**src/rtl/shift_sequencer.sv**
```systemverilog
// rtl/shift_sequencer.sv - command sequencer for an 8-bit load/shift-right register
//
// Purpose:
//   Takes one command at a time (operand, shift amount, logical/arithmetic mode).
//   It drives the external shifter through one load cycle and then N shift cycles.
//   It then captures the shifter output and pulses done for one cycle.
//
// Ports:
//   clk           system clock, shared with the shifter
//   reset         asynchronous active-high reset
//   start         command request, sampled only in IDLE
//   value         operand to load
//   amount        requested right-shift count (saturates at WIDTH)
//   arith         1 = arithmetic shift right, 0 = logical
//   abort         cancel the operation in flight (wins over start in IDLE)
//   shf_q         shifter register output
//   shf_load_val  shifter LoadVal (latched operand)
//   shf_load_n    shifter Load_n, active low
//   shf_shift     shifter ShiftRight
//   shf_asr       shifter ASR
//   busy          high in LOAD, SHIFT and CAPTURE
//   done          one-cycle completion pulse, coincident with IDLE
//   result        captured shifter value, held until the next done

module shift_sequencer #(
   parameter int WIDTH = 8,
   parameter int AMT_W = 4
) (
   input  logic             clk,
   input  logic             reset,
   input  logic             start,
   input  logic [WIDTH-1:0] value,
   input  logic [AMT_W-1:0] amount,
   input  logic             arith,
   input  logic             abort,
   input  logic [WIDTH-1:0] shf_q,
   output logic [WIDTH-1:0] shf_load_val,
   output logic             shf_load_n,
   output logic             shf_shift,
   output logic             shf_asr,
   output logic             busy,
   output logic             done,
   output logic [WIDTH-1:0] result
);

   typedef enum logic [1:0] {
      IDLE    = 2'd0,
      LOAD    = 2'd1,
      SHIFT   = 2'd2,
      CAPTURE = 2'd3
   } state_t;

   localparam logic [AMT_W-1:0] AMT_MAX = AMT_W'(WIDTH);
   localparam logic [AMT_W-1:0] AMT_ONE = AMT_W'(1);

   state_t           state, state_nxt;
   logic [AMT_W-1:0] count, count_nxt;
   logic [WIDTH-1:0] value_q, value_nxt;
   logic             arith_q, arith_nxt;
   logic [WIDTH-1:0] result_nxt;
   logic             done_nxt;
   logic [AMT_W-1:0] amt_sat;

   // Shifting further than WIDTH cannot change the result any more.
   assign amt_sat = (amount > AMT_MAX) ? AMT_MAX : amount;

   always_ff @(posedge clk or posedge reset) begin
      if (reset) begin
         state   <= IDLE;
         count   <= '0;
         value_q <= '0;
         arith_q <= 1'b0;
         result  <= '0;
         done    <= 1'b0;
      end else begin
         state   <= state_nxt;
         count   <= count_nxt;
         value_q <= value_nxt;
         arith_q <= arith_nxt;
         result  <= result_nxt;
         done    <= done_nxt;
      end
   end

   always_comb begin
      state_nxt  = state;
      count_nxt  = count;
      value_nxt  = value_q;
      arith_nxt  = arith_q;
      result_nxt = result;
      done_nxt   = 1'b0;

      case (state)
         IDLE: begin
            if (start && !abort) begin
               value_nxt = value;
               arith_nxt = arith;
               count_nxt = amt_sat;
               state_nxt = LOAD;
            end
         end
         LOAD: begin
            if (abort)
               state_nxt = IDLE;
            else if (count != '0)
               state_nxt = SHIFT;
            else
               state_nxt = CAPTURE;
         end
         SHIFT: begin
            if (abort) begin
               state_nxt = IDLE;
            end else begin
               count_nxt = count - AMT_ONE;
               // The last shift cycle is the one entered with count == 1.
               if (count == AMT_ONE)
                  state_nxt = CAPTURE;
            end
         end
         CAPTURE: begin
            state_nxt = IDLE;
            if (!abort) begin
               result_nxt = shf_q;
               done_nxt   = 1'b1;
            end
         end
         default: state_nxt = IDLE;
      endcase
   end

   // The shifter controls are decoded from registered state only.
   // The operand stays on LoadVal for the whole operation because the shifter
   // takes its ASR fill bit from LoadVal[MSB].
   always_comb begin
      shf_load_val = value_q;
      shf_load_n   = (state != LOAD);
      shf_shift    = (state == SHIFT);
      shf_asr      = (state == SHIFT) && arith_q;
      busy         = (state != IDLE);
   end

endmodule

```
**config.mk**
```make
export PLATFORM = sky130hd
export DESIGN_NAME = shift_sequencer
export DESIGN_NICKNAME = d
export VERILOG_FILES = /design/src/rtl/shift_sequencer.sv
export SDC_FILE = /design/constraint.sdc
export NUM_CORES = 1
export LEC_CHECK = 0
export BUFFER_PORTS_ARGS = -buffer_cell sky130_fd_sc_hd__buf_2
export CAP_MARGIN = 25
export CORE_MARGIN = 2
export CORE_UTILIZATION = 47
export CTS_BUF_LIST = sky130_fd_sc_hd__clkbuf_16
export CTS_CLUSTER_SIZE = 10
export DETAILED_ROUTE_END_ITERATION = 8
export PLACE_DENSITY = 0.82
export SYNTH_ARGS = -nofsm -noshare
export SYNTH_HDL_FRONTEND = slang
export SYNTH_SLANG_ARGS = --single-unit
```
**constraint.sdc**
```tcl
create_clock -name clk -period 1.7 [get_ports clk]
set_input_delay 0.51 -clock clk [delete_from_list [all_inputs] [get_ports clk]]
set_output_delay 0.51 -clock clk [all_outputs]
set_load 0.01 [all_outputs]
```
==> reports/qor.yml <==
clock_network:
  cts_hold_buffers: 0
  cts_tree: "yes"
  clk_path_buf_depth: 2
  cts_root_buf: "clkbuf_16"
  clock_latency_ns: 0.25
  cts_resized: 1
  cts_buffers: 3
  clkTransAtPathRegs_ns: 0.06
  cts.sinks: 24
  h-tree-depth: 1
  cts_setup_buffers: 0
routing:
  remaining_drc_errors: 0
  first_iter_violations: 8
  dr.pass1.iters: 4
  viasPerCell: 5.15
  wire_per_inst_um: 13.5
  drtAntennaViolNets: 0
  via_count: 844
  drt_wl_total_mm: 2.22
worst_hold_path:
  hold_class: "input pin to asynchronous set/reset pin"
setup_path:
  crit_path_end_kind: "output pin"
  crit_type: "register to output pin"
  worstPathRequired_ns: 1.19
  cp-start-kind: "register"
  crit_arrival_ns: 1.14
  path_max_fanout: 5
place:
  port_buffers: 45
  place.gp.congestion: 0.883
  numPlacedInstances: 161
  hpwl_mm: 1.72
sta:
  worst_slew_pin_slew_ns: 0.429
  final-hold-violation-count: 0
  period_needed_ns: 1.65
  fmax_mhz: 606
  rsz0062_at_grt: "no"
  finalSetupViolCount: 0
  setup_tns_ns: 0
  skew_ns: 0.00248
  timing.final.crit_share_pct: 97.1
  slew_headroom_pct: 71.2
  slew_viol_final: 0
floorplanning:
  dieArea_um2: 2910
  core_area_um2: 2410
  die_y_um: 53.9
  die_w_um: 53.9
  io_pins: 46
  floorplan.initialDensity_pct: 48.6
  placementRows: 18
power_and_ir_drop:
  combPwrFrac_pct: 28.4
  seqPwrFrac_pct: 44.2
  swShare_pct: 27.9
  clockPowerShare_pct: 27.4
  p_leak_nw: 0.758
  p_sw_mw: 0.501
  p_int_mw: 1.29
  p_per_area_nw_per_um2: 1180
  peakVddDrop_mv: 0.911
logic_synthesis:
  yosysWarnings: 0
  ys_types: 32
  ys_seq_area_share_pct: 51.3
  synth_edf_count: 0
  async_flop_share_pct: 100
  synth_area_leader_cell: "dfrtp_1"
  syn_avg_cell_area_um2: 13.8
  yosys-top-cells-area: "dfrtp_1 (51%), mux2_2 (17%), ha_1 (3.2%)"
  synth-seq-cells: 24
  synth.top_cell.area_share_pct: 51.3
  syn_inst: 85
  synthFlopType: "dfrtp_1"
  netlist_area_um2: 1170
  syn_nets: 113
global_route:
  grt_pass1_wl_mm: 3.60
  grt_pass1_vias: 798
  grt_remaining_overflow: 0
  grt_max_degree: 25
  antenna_found_initial: 0
  grt_util_all_layers_pct: 17.4
final_layout:
  nNetsFinal: 164
  syn2layout_area_growth_pct: 29.4
  diodes: 0
  drive_gt1_share_pct: 60.4
  instances_no_fill: 164
status:
  status: "finished clean"
flow_run:
  cap_violations: 0
## layout by cell type (no fill, tap or decap)
master,count
buf_2,45
dfrtp_1,23
mux2_2,18
inv_1,5
buf_4,5
a21oi_1,3
ha_1,3
clkbuf_16,3
nand2b_4,2
or4b_1,2
nand2b_1,2
nand3b_2,1
or2_1,1
nor3b_2,1
nor4bb_1,1
nor2b_1,1
o21bai_1,1
inv_4,1
and2_1,1
or3_4,1
nor2_2,1
a2111oi_4,1
nand3b_1,1
o22ai_1,1
nor3_1,1
a2bb2oi_2,1
or3_1,1
o31ai_1,1
o311ai_1,1
mux2i_1,1
nor3b_1,1
a2111oi_0,1
o32a_1,1
dfrtp_2,1
## through the flow
| stage | utilization, % | power, mW | hold slack [ns] | instance area [um^2] | worst slack, ns |
|---|---|---|---|---|---|
| 6_report | 62.9 | 1.80 | 0.283 | 1520 | 0.0485 |
| 5_1_grt | 62.9 | 1.90 | 0.317 | 1520 | 0.00887 |
| 4_1_cts | 62.7 | 1.82 | 0.296 | 1510 | 0.0113 |
| 3_5_place_dp | 59.6 | 1.32 | 0.487 | 1440 | 0.157 |
| 3_3_place_gp | 59.6 | 1.29 | 0.483 | 1440 | 0.194 |
| 2_1_floorplan | - | 1.12 | 0.472 | 1170 | 0.168 |
## flip-flops by register name (all words and copies together) (netlist names)
name,flops
done,1
shf_load_val,8
arith_q,1
state,2
result,8
count,4
## cell usage after synthesis (2+ instances only)
master	n
a21oi_1	3
buf_6	2
dfrtp_1	24
ha_1	3
inv_1	6
mux2_2	18
nand2b_1	2
nand2b_4	2
or4b_1	2
## cell families (layout without fill, tap and decap cells)
logic type / Yosys count / in the layout / share of synthesized area [%]
muxes: 19 / 19 / 18.2
and+or+nand+nor: 18 / 18 / 13.4
DFF: 24 / 24 / 51.3
buffers and inverters: 10 / 59 / 4.91
adders and majority gates: 3 / 3 / 3.21
AOI/OAI and AO/OA: 11 / 11 / 9.08
## metal layers
| layer | track usage, % | vias up | wire [um] |
|---|---|---|---|
| met1 | 22.7 | 405 | 965 |
| li1 | - | 408 | - |
| met5 | 0 | - | 0 |
| met3 | 3.33 | 2 | 116 |
| met4 | 6.41 | 0 | 13 |
| met2 | 28.7 | 29 | 1120 |
## worst paths after layout
path	startpoint	endpoint	slack, ns	cells after the start
worst max register to register	state[1]$_DFFE_PP0P_	shf_load_val[7]$_DFFE_PP0P_	0.18	4
max in group asynchronous	reset	state[1]$_DFFE_PP0P_	1.16	3
worst min register to register	shf_load_val[2]$_DFFE_PP0P_	shf_load_val[2]$_DFFE_PP0P_	0.50	1
worst max-delay path	state[0]$_DFFE_PP0P_	shf_asr	0.05	4
worst min-delay path	reset	result[7]$_DFFE_PP0P_	0.28	3
min in group clk	shf_q[5]	result[5]$_DFFE_PP0P_	0.48	2
## layout make-up
cell class | instances | area, um^2
clock buffer | 3 | 75.1
multi-input combinational | 51 | 513
timing repair buffer | 50 | 263
tap | 30 | 37.5
fill | 190 | 895
inverter | 6 | 25.0
sequential | 24 | 602
## power by group through the flow
stage               sequential, mW  clock [mW]  combinational, mW
CTS                          0.794       0.505              0.518
floorplan                    0.844           0              0.272
detailed placement           0.802           0              0.516
global placement             0.794           0              0.496
global route                 0.812       0.525              0.558
finish                       0.793       0.491              0.511
## worst max-delay path: stages, from the launching register on
cell      delay, ns
dfrtp_1        0.39
nand2b_4       0.18
inv_4          0.08
and2_1         0.12
buf_2          0.12
No activity file was read; power rests on OpenSTA's default activity.
